File: src/rtl/lp_core_arbiter_if.sv
// Dispatcher <-> arbiter bus: event issue/retire requests in, per-core stall,
// release notification, occupancy, GVT bound and error pulse out.
interface lp_core_arbiter_if #(
  parameter int NUM_CORE = 8,
  parameter int NUM_LP   = 64,
  parameter int TIME_WID = 16
);
  localparam int NB_COREID = $clog2(NUM_CORE);
  localparam int NB_LPID   = $clog2(NUM_LP);

  logic                 issue_vld;
  logic [NB_COREID-1:0] issue_core;
  logic [NB_LPID-1:0]   issue_lp;
  logic [TIME_WID-1:0]  issue_time;
  logic                 retire_vld;
  logic [NB_COREID-1:0] retire_core;
  logic [NUM_CORE-1:0]  stall;
  logic                 release_vld;
  logic [NB_COREID-1:0] release_core;
  logic [NB_COREID:0]   active_cnt;
  logic [TIME_WID-1:0]  gvt;
  logic                 gvt_vld;
  logic                 err;

  modport master (
    output issue_vld, issue_core, issue_lp, issue_time, retire_vld, retire_core,
    input  stall, release_vld, release_core, active_cnt, gvt, gvt_vld, err
  );

  modport slave (
    input  issue_vld, issue_core, issue_lp, issue_time, retire_vld, retire_core,
    output stall, release_vld, release_core, active_cnt, gvt, gvt_vld, err
  );
endinterface

File: src/rtl/lp_core_arbiter.sv
// Per-core LP/timestamp tracker: serialises cores on the same LP, releases the
// oldest waiter on retire, and sweeps the core table to publish a GVT bound.
module lp_core_arbiter #(
  parameter int NUM_CORE   = 8,
  parameter int NUM_LP     = 64,
  parameter int TIME_WID   = 16,
  parameter int SCAN_WIDTH = 2
) (
  input logic              clk,
  input logic              reset,
  lp_core_arbiter_if.slave bus
);
  localparam int NB_COREID = $clog2(NUM_CORE);
  localparam int NB_LPID   = $clog2(NUM_LP);
  localparam int NUM_GRP   = (NUM_CORE + SCAN_WIDTH - 1) / SCAN_WIDTH;
  localparam int NB_GRP    = (NUM_GRP > 1) ? $clog2(NUM_GRP) : 1;

  typedef enum logic [1:0] {IDLE, RUN, STALL} core_st_e;

  core_st_e             st_q   [NUM_CORE];
  core_st_e             st_d   [NUM_CORE];
  logic [NB_LPID-1:0]   lp_q   [NUM_CORE];
  logic [NB_LPID-1:0]   lp_d   [NUM_CORE];
  logic [TIME_WID-1:0]  time_q [NUM_CORE];
  logic [TIME_WID-1:0]  time_d [NUM_CORE];

  logic [NUM_CORE-1:0]  stall_q, stall_d;
  logic                 release_vld_q, release_vld_d;
  logic [NB_COREID-1:0] release_core_q, release_core_d;
  logic [NB_COREID:0]   active_cnt_q, active_cnt_d;
  logic [TIME_WID-1:0]  gvt_q, gvt_d;
  logic                 gvt_vld_q, gvt_vld_d;
  logic                 err_q, err_d;
  logic [NB_GRP-1:0]    grp_q, grp_d;
  logic [TIME_WID-1:0]  acc_q, acc_d;
  logic [TIME_WID-1:0]  msg_q, msg_d;

  logic                 retire_ok, issue_ok, conflict, rel_found;
  logic [NB_COREID-1:0] rel_core;
  logic [TIME_WID-1:0]  rel_time, acc_n, msg_n;

  always_comb begin
    st_d   = st_q;
    lp_d   = lp_q;
    time_d = time_q;

    // Retire and release resolve first so the issue sees the post-retire table.
    retire_ok = bus.retire_vld && (int'(bus.retire_core) < NUM_CORE) &&
                (st_q[bus.retire_core] == RUN);
    rel_found = 1'b0;
    rel_core  = '0;
    rel_time  = '1;
    for (int c = 0; c < NUM_CORE; c++) begin
      if (retire_ok && st_q[c] == STALL && lp_q[c] == lp_q[bus.retire_core] &&
          (!rel_found || time_q[c] < rel_time)) begin
        rel_found = 1'b1;
        rel_core  = NB_COREID'(c);
        rel_time  = time_q[c];
      end
    end
    if (retire_ok) st_d[bus.retire_core] = IDLE;
    if (rel_found) st_d[rel_core] = RUN;

    issue_ok = bus.issue_vld && (int'(bus.issue_core) < NUM_CORE) &&
               (st_d[bus.issue_core] == IDLE);
    conflict = 1'b0;
    for (int c = 0; c < NUM_CORE; c++) begin
      if (c != int'(bus.issue_core) && st_d[c] != IDLE && lp_q[c] == bus.issue_lp)
        conflict = 1'b1;
    end
    if (issue_ok) begin
      st_d[bus.issue_core]   = conflict ? STALL : RUN;
      lp_d[bus.issue_core]   = bus.issue_lp;
      time_d[bus.issue_core] = bus.issue_time;
    end

    stall_d      = '0;
    active_cnt_d = '0;
    for (int c = 0; c < NUM_CORE; c++) begin
      stall_d[c] = (st_d[c] == STALL);
      if (st_d[c] != IDLE) active_cnt_d = active_cnt_d + (NB_COREID+1)'(1);
    end

    release_vld_d  = rel_found;
    release_core_d = rel_found ? rel_core : release_core_q;
    err_d          = (bus.issue_vld && !issue_ok) || (bus.retire_vld && !retire_ok);

    // Sweep uses the table as it stood at the start of the cycle; padded slots never match.
    acc_n = acc_q;
    for (int c = 0; c < NUM_CORE; c++) begin
      if ((c / SCAN_WIDTH) == int'(grp_q) && st_q[c] != IDLE && time_q[c] < acc_n)
        acc_n = time_q[c];
    end
    msg_n = msg_q;
    if (bus.issue_vld && bus.issue_time < msg_n) msg_n = bus.issue_time;

    if (int'(grp_q) == NUM_GRP - 1) begin
      gvt_d     = (acc_n < msg_n) ? acc_n : msg_n;
      gvt_vld_d = 1'b1;
      acc_d     = '1;
      msg_d     = '1;
      grp_d     = '0;
    end else begin
      gvt_d     = gvt_q;
      gvt_vld_d = 1'b0;
      acc_d     = acc_n;
      msg_d     = msg_n;
      grp_d     = grp_q + NB_GRP'(1);
    end
  end

  always_ff @(posedge clk or posedge reset) begin
    if (reset) begin
      for (int c = 0; c < NUM_CORE; c++) begin
        st_q[c]   <= IDLE;
        lp_q[c]   <= '0;
        time_q[c] <= '0;
      end
      stall_q        <= '0;
      release_vld_q  <= 1'b0;
      release_core_q <= '0;
      active_cnt_q   <= '0;
      gvt_q          <= '1;
      gvt_vld_q      <= 1'b0;
      err_q          <= 1'b0;
      grp_q          <= '0;
      acc_q          <= '1;
      msg_q          <= '1;
    end else begin
      for (int c = 0; c < NUM_CORE; c++) begin
        st_q[c]   <= st_d[c];
        lp_q[c]   <= lp_d[c];
        time_q[c] <= time_d[c];
      end
      stall_q        <= stall_d;
      release_vld_q  <= release_vld_d;
      release_core_q <= release_core_d;
      active_cnt_q   <= active_cnt_d;
      gvt_q          <= gvt_d;
      gvt_vld_q      <= gvt_vld_d;
      err_q          <= err_d;
      grp_q          <= grp_d;
      acc_q          <= acc_d;
      msg_q          <= msg_d;
    end
  end

  assign bus.stall        = stall_q;
  assign bus.release_vld  = release_vld_q;
  assign bus.release_core = release_core_q;
  assign bus.active_cnt   = active_cnt_q;
  assign bus.gvt          = gvt_q;
  assign bus.gvt_vld      = gvt_vld_q;
  assign bus.err          = err_q;
endmodule

File: src/flat_wrapper.sv
// flat-port wrapper written by rule: the top's interface ports become plain ports
module lp_core_arbiter_flat 
#(
  parameter int NUM_CORE   = 8,
  parameter int NUM_LP     = 64,
  parameter int TIME_WID   = 16,
  parameter int SCAN_WIDTH = 2
)
  (clk, reset, bus_issue_vld, bus_issue_core, bus_issue_lp, bus_issue_time, bus_retire_vld, bus_retire_core, bus_stall, bus_release_vld, bus_release_core, bus_active_cnt, bus_gvt, bus_gvt_vld, bus_err);
  lp_core_arbiter_if #(.NUM_CORE(NUM_CORE), .NUM_LP(NUM_LP), .TIME_WID(TIME_WID)) bus_i ();
  input logic clk;
  input logic reset;
  input wire logic [$bits(bus_i.issue_vld)-1:0] bus_issue_vld;
  input wire logic [$bits(bus_i.issue_core)-1:0] bus_issue_core;
  input wire logic [$bits(bus_i.issue_lp)-1:0] bus_issue_lp;
  input wire logic [$bits(bus_i.issue_time)-1:0] bus_issue_time;
  input wire logic [$bits(bus_i.retire_vld)-1:0] bus_retire_vld;
  input wire logic [$bits(bus_i.retire_core)-1:0] bus_retire_core;
  output wire logic [$bits(bus_i.stall)-1:0] bus_stall;
  output wire logic [$bits(bus_i.release_vld)-1:0] bus_release_vld;
  output wire logic [$bits(bus_i.release_core)-1:0] bus_release_core;
  output wire logic [$bits(bus_i.active_cnt)-1:0] bus_active_cnt;
  output wire logic [$bits(bus_i.gvt)-1:0] bus_gvt;
  output wire logic [$bits(bus_i.gvt_vld)-1:0] bus_gvt_vld;
  output wire logic [$bits(bus_i.err)-1:0] bus_err;
  assign bus_i.issue_vld = bus_issue_vld;
  assign bus_i.issue_core = bus_issue_core;
  assign bus_i.issue_lp = bus_issue_lp;
  assign bus_i.issue_time = bus_issue_time;
  assign bus_i.retire_vld = bus_retire_vld;
  assign bus_i.retire_core = bus_retire_core;
  assign bus_stall = bus_i.stall;
  assign bus_release_vld = bus_i.release_vld;
  assign bus_release_core = bus_i.release_core;
  assign bus_active_cnt = bus_i.active_cnt;
  assign bus_gvt = bus_i.gvt;
  assign bus_gvt_vld = bus_i.gvt_vld;
  assign bus_err = bus_i.err;
  lp_core_arbiter #(.NUM_CORE(NUM_CORE), .NUM_LP(NUM_LP), .TIME_WID(TIME_WID), .SCAN_WIDTH(SCAN_WIDTH)) u_core (.clk(clk), .reset(reset), .bus(bus_i));
endmodule
File: config.mk
export PLATFORM = sky130hd
export DESIGN_NAME = lp_core_arbiter_flat
export DESIGN_NICKNAME = d
export VERILOG_FILES = /design/src/rtl/lp_core_arbiter_if.sv /design/src/rtl/lp_core_arbiter.sv /design/src/flat_wrapper.sv
export SDC_FILE = /design/constraint.sdc
export NUM_CORES = 1
export LEC_CHECK = 0
export ABC_AREA = 1
export ABC_CLOCK_PERIOD_IN_PS = 14820
export BUFFER_PORTS_ARGS = -buffer_cell sky130_fd_sc_hd__buf_2
export CORE_MARGIN = 2
export CORE_UTILIZATION = 58
export CTS_CLUSTER_SIZE = 12
export DETAILED_ROUTE_END_ITERATION = 10
export PLACE_DENSITY = 0.76
export REMOVE_ABC_BUFFERS = 1
export SLEW_MARGIN = 20
export SYNTH_ARGS = -nofsm -noshare
export SYNTH_HDL_FRONTEND = slang
export SYNTH_SLANG_ARGS = --single-unit
File: constraint.sdc
create_clock -name clk -period 14.82 [get_ports clk]
set_input_delay 2.223 -clock clk [delete_from_list [all_inputs] [get_ports clk]]
set_output_delay 2.223 -clock clk [all_outputs]
set_load 0.02 [all_outputs]
-- Word-level counts from Yosys, hierarchy flattened
Index checks and enable logic that the tools add are counted.
- output and inout bits: 34
- logic and storage cells: 302
- register bits: 260
- reductions and logical operators: 107
- bitwise gates (word level): 8
- $add $sub $neg: 8
- $lt $le $gt $ge: 23
- equality and inequality tests: 44
- mux-type cells: 78
- operator list (kind ; number):
    $mux 16 ; 23
    $lt 16x16->1 ; 17
    $bwmux 128 ; 1
    $eq 6x6->1 ; 16
    $logic_and 1x1->1 ; 63
    $bwmux 48 ; 1
    $demux 16 s3 ; 1
    $reduce_bool 2->1 ; 24
    $eq 2x2->1 const B ; 16
    $mux 4 ; 7
    $add 4x1->4 const B ; 6
    $mux 2 ; 11
    $mux 1 ; 19
    $bmux 6 s3 ; 1
    $demux 2 s3 ; 3
    $demux 6 s3 ; 1
    $mux 6 ; 3
    $and 16x16->16 ; 1
    $bwmux 16 ; 1
    $not 16->16 ; 1
    $bmux 2 s3 ; 2
    $ge 4x4->1 const B ; 3
    $lt 4x1->1 const B ; 3
    $mux 3 ; 4
    other kinds (16) ; 40

-- Longest topological paths before layout
- depth after elaboration: 75
- mapped depth: 146
- mapped depth without buffers: 134

-- Worst setup path after synthesis
No wires, ideal clock.
- path kind: input to register
- start point: input port bus_retire_core[0]
- end point: register u_core.active_cnt_q[1], in the netlist u_core.bus.active_cnt[1]
- slack: -2.823 ns
- arrival: 17.521 ns
- data required time: 14.698 ns
- stages: 123
- cells stage by stage: inv_2 -> buf_4 -> nand2_1 -> nand3_1 -> nand2_1 -> nor2_1 -> buf_2 -> a21oi_1 -> nand2_1 -> nor2_4 -> nand2_4 -> clkbuf_1 -> nor2_1 -> ha_1 -> nand2_1 -> nor2_1 -> a211oi_1 -> o221a_2 -> (+87 left out) -> inv_1 -> ha_1 -> or2_0 -> nand2_1 -> nand2_1 -> nand3_1 -> nand2_1 -> ha_1 -> nand2_1 -> nand2_1 -> inv_1 -> nand2_1 -> nand3_1 -> nand2_1 -> inv_1 -> ha_1 -> nand2_1 -> o21ai_1
- longest elaborated chain between the ends: 75
- elaborated cells between the ends (all ways): 164
- classes of those cells: 7 x add/sub; 11 x order compare; 9 x eq/ne; 56 x mux; 7 x bitwise; 74 x reduce/logical
- ends and longest elaborated chain (element ; line ; source):
    from (decl) ; flat_wrapper.sv:18 ; input wire logic [$bits(bus_i.retire_core)-1:0] bus_retire_core;
    $not 3->4 (implied by the code) * ; lp_core_arbiter.sv:49, lp_core_arbiter.sv:54, lp_core_arbiter.sv:61 ;
    $bmux 2 s3 ; lp_core_arbiter.sv:49 ; (st_q[bus.retire_core] == RUN);
    $mux 2 (implied by the code) (2 in a row) ; lp_core_arbiter.sv:49 ;
    $eq 2x1->1 ; lp_core_arbiter.sv:49 ;
    $logic_and 1x1->1 ; lp_core_arbiter.sv:48 ; retire_ok = bus.retire_vld && (int'(bus.retire_core) < NUM_CORE) &&
    $logic_and 1x1->1 (2 in a row) ; lp_core_arbiter.sv:54 ; if (retire_ok && st_q[c] == STALL && lp_q[c] == lp_q[bus.retire_core] &&
    $mux 16 / $mux 1 (equally long branches) ; lp_core_arbiter.sv:54 ;
    $lt 16x16->1 / $logic_not 1->1 (equally long branches) ; lp_core_arbiter.sv:55 ; (!rel_found || time_q[c] < rel_time)) begin
    (+58 left out) ; n/a ;
    $mux 4 ; lp_core_arbiter.sv:81 ; if (st_d[c] != IDLE) active_cnt_d = active_cnt_d + (NB_COREID+1)'(1);
    $add 4x1->4 ; lp_core_arbiter.sv:81 ;
    $mux 4 ; lp_core_arbiter.sv:81 ;
    $add 4x1->4 ; lp_core_arbiter.sv:81 ;
    $mux 4 ; lp_core_arbiter.sv:81 ;
    $add 4x1->4 ; lp_core_arbiter.sv:81 ;
    $mux 4 * ; lp_core_arbiter.sv:81 ;
    named net u_core.active_cnt_d[1] ; lp_core_arbiter.sv:30 ; logic [NB_COREID:0] active_cnt_q, active_cnt_d;
    to (signal assigned) ; lp_core_arbiter.sv:138 ; active_cnt_q <= active_cnt_d;
    to (decl) ; lp_core_arbiter.sv:30 ;
The timed path passes the listed nets; every way through them passes the cells marked *. The select of a mux whose other input is x is not followed.
A chain may end at the register's enable or synchronous reset.

-- Worst setup path after layout
- start point: input port bus_retire_core[0]
- end point: register u_core.active_cnt_q[3], in the netlist u_core.bus.active_cnt[3]
The elaborated chain is that of the path after synthesis.

==> results.md <==
* H-tree level count at 1
* Final Slew Violations at 0
* Mapped cell area at ~22,000 um2
* Number of fillers in the final layout at roughly 2,400
* GRT Util Overall at approximately 43%
* Worst ir drop on vdd at between 0.15 and 0.2 mV
* DP HPWL at roughly 64,000 um
* First-pass GRT wire length at ~130,000 um
* Setup ws final at -2.68 ns
* Biggest area consumer among synthesized cells: dfrtp_1
* Starting DRC count in detailed routing at 3,305
* Layout Nets at 4,099
* Synth area leaders: dfrtp_1 24%, nand2_1 17%, ha_1 15%
* Relative slew margins at around 6.6%
* Ys async rst share at 100%
* CP Data Required Time at 15.30 ns
* RSZ-0062 raised after global routing: true
* Global placement routability congestion at ~1.1
* Crit Path Max Fanout at 9
* Die Y at ~200 um
* CP max stage delay at about 0.46 ns
* WHS at 0.468 ns
* Vias after detailed routing at ~27,000
* Slowest-stage cell, CP: a211oi_2
* CTS tree: built
* Design Area, Final at between 30,000 and 40,000 um2
* Die ar. at approximately 39,000 um2
* CP Launch Type: primary input
* Finish-stage setup viols at 237
* CTS clk-pin slew, worst paths at roughly 0.060 ns
* Post-synth EDFFs at 0
* Met2 Usage GRT at ~66%
* Total CTS buffers at 31
* Most common cell on crit path: nand2_2
* Fin crit period at between 15 and 20 ns
* Area grow syn2layout at 41.1%
* Pre-CTS setup slack at -3.41 ns
* Top cell type's share of synthesized area at 24.3%
* Final hold vios at 0
* Synth Register Bits at 260
* Die Width at 198 um
* GR Util met1 at between 50% and 60%
* Largest net degree at the start of global routing at 118
* Antenna violations before repair at 1
* Initial core utilization at between 50% and 60%
* Final WL at between 90,000 and 100,000 um
* Worst Tran Pin Value at around 1.4 ns
* Gate Count Post-Synth at approximately 3,200
* Fraction of layout cells with a size suffix above 1 at between 30% and 40%
* Failing checks: negative setup slack
* Period utilisation layout at 118%
* Worst Path Arrival at roughly 18 ns
* Netlist cell types at between 50 and 60
* F_max at 0.0571 GHz
* Hold Path Class: flop to flop
* Clk_lat worst skew at just over 0.6 ns
* Leakage at approximately 16 nW
* Post-DR wirelength/cell at 21.6 um
* Status: complete, but fails checks
* # IOs at 66
* Pre-Repair DR Iteration Count at 7
* Setup TNS at -224.86 ns
* Max Cap Viol at 0
* Post-placement cell area at 26,900 um2
* Post-route antenna net violation count at 0
* Longest Clk Path Bufs at 3
* I/O Buffers at 65
* Congestion Overflow GR at 0
* Worst Setup End Kind: flop
* Root buffer cell: clkbuf_16
* Routing usage on met3 at a little over an eighth
* Vias/cell at 6.10
* Vias in the first global route at between 20,000 and 25,000
* Seq/Total Area, Yosys at 30.0%
* Primary FF master, synth: dfrtp_1
* Core footprint at between 30,000 and 40,000 um2
* P per Cell Area at between 200 and 300 nW/um2
* GRT Max-Usage Layer: met2
* Clk sinks at 260
* Residual DRC at 0
* Final clock skew at 0.0239 ns
* Hold_buf cts at 0
* Final cell utilization of the core at between 80 and 90%
* Yosys synthesis warning count at 0
* Critical path class: primary input to flop
* Synth Area per Inst at between 6 and 7 um2
* Num rows at slightly above 70
report_power, final:
part,switching [mW],total (mW),internal (mW)
clock,0.335,0.850,0.515
sequential,0.416,1.48,1.06
combinational,3.03,5.46,2.43
total,3.78,7.79,4.00
layer usage:
metal / vias up / wire length (um)
li1: 11900 / -
met5: - / 0
met4: 0 / 5880
met3: 457 / 11800
met1: 12400 / 35700
met2: 1779 / 40300
repair_timing:
| action | 4_1_cts | 5_1_grt |
|---|---|---|
| buffers inserted | 26 | 28 |
| pin swaps | 43 | 138 |
| cloned | 12 | 12 |
| endpoints found under the setup margin | 237 | 237 |
| resized for setup | 217 | 355 |
worst max-delay path, delay by kind of cell:
kind            cells  cell delay (ns)
simple gates       68             6.58
compound gates     21             4.27
fa+ha+maj          10             2.59
buf+inv            19             2.26
cells in the final DEF, fill, tap and decap left out, drive strengths merged:
cell type / netlist / final
o31ai: 1 / 1
mux2: 2 / 2
a31oi: 3 / 3
a21oi: 105 / 105
nand2: 1026 / 1030
nand4: 44 / 44
xnor2: 17 / 17
a211oi: 25 / 25
nand3: 179 / 179
diode: 0 / 1
nor4: 23 / 23
clkinvlp: 0 / 2
buf: 17 / 707
o21ai: 445 / 445
o211ai: 12 / 12
or4: 1 / 1
xor2: 34 / 34
a22oi: 1 / 1
dfstp: 48 / 48
clkbuf: 97 / 54
bufinv: 0 / 5
o21bai: 3 / 3
nor2: 208 / 209
o221ai: 3 / 3
o221a: 6 / 6
inv: 294 / 295
a2111oi: 8 / 8
nand3b: 11 / 11
a21o: 1 / 1
nor3: 54 / 54
o311ai: 1 / 1
and2: 3 / 3
o2111ai: 10 / 10
o22ai: 1 / 1
ha: 255 / 255
dfrtp: 212 / 212
clkinv: 2 / 9
or2: 17 / 17
o21a: 1 / 1
synthesized netlist by cell type (all sizes together) (12+ instances only):
cell    number
nand2     1026
ha         255
clkbuf      97
dfrtp      212
xnor2       17
nor2       208
or2         17
a21oi      105
o21ai      445
nor3        54
nand4       44
a211oi      25
o211ai      12
dfstp       48
inv        294
buf         17
nand3      179
nor4        23
xor2        34
logic make-up (layout without fill, tap and decap cells):
| kind of cell | count (synthesis) | in the layout | share of synthesized area [%] |
|---|---|---|---|
| simple gates | 1566 | 1571 | 30.6 |
| flops | 260 | 260 | 30.0 |
| compound gates | 626 | 626 | 15.5 |
| mux | 2 | 2 | 0.103 |
| other cells | 0 | 1 | 0 |
| xor+xnor | 51 | 51 | 2.04 |
| buf+inv | 410 | 1072 | 7.20 |
| fa+ha+maj | 255 | 255 | 14.6 |
worst paths after layout:
check                                   start                  endpoint  slack, ns  cells after the start
min reg2reg                u_core.bus.gvt[10]        u_core.bus.gvt[10]       0.47                      2
min                        u_core.bus.gvt[10]        u_core.bus.gvt[10]       0.47                      2
min in group asynchronous               reset         u_core.time_q[20]       1.77                      2
max in group asynchronous               reset       u_core.bus.stall[3]      11.56                      3
max                        bus_retire_core[0]  u_core.bus.active_cnt[3]      -2.68                    118
max reg2reg                   u_core.acc_q[1]         u_core.bus.gvt[4]      -1.54                     90
state kept, by name, summed over array words and instances, names as in the netlist, 2 cells and up:
| name | flops |
|---|---|
| u_core.time_q | 128 |
| u_core.lp_q | 48 |
| u_core.acc_q | 16 |
| u_core.bus.gvt | 16 |
| u_core.msg_q | 16 |
| u_core.st_q | 16 |
| u_core.bus.stall | 8 |
| u_core.bus.active_cnt | 4 |
| u_core.bus.release_core | 3 |
| u_core.grp_q | 2 |
area by class of cell:
class / instances / area (um2) / share of cell area (%)
timing repair buffer: 718 / 5970 / 19.4
multi-input combinational: 2505 / 15400 / 50.0
clock buffer: 43 / 912 / 2.96
inverter: 296 / 1130 / 3.67
tap: 511 / 639 / 2.07
sequential: 260 / 6570 / 21.3
clock inverter: 15 / 213 / 0.689
antenna: 1 / 2.50 / 0.00811
metrics by stage:
step	std cells	total power [mW]
2_1_floorplan	3056	3.77
3_3_place_gp	4213	5.97
3_5_place_dp	4213	6.18
4_1_cts	4309	7.22
5_1_grt	4348	8.32
6_report	4349	7.79
No activity file was read; power rests on OpenSTA's default activity.
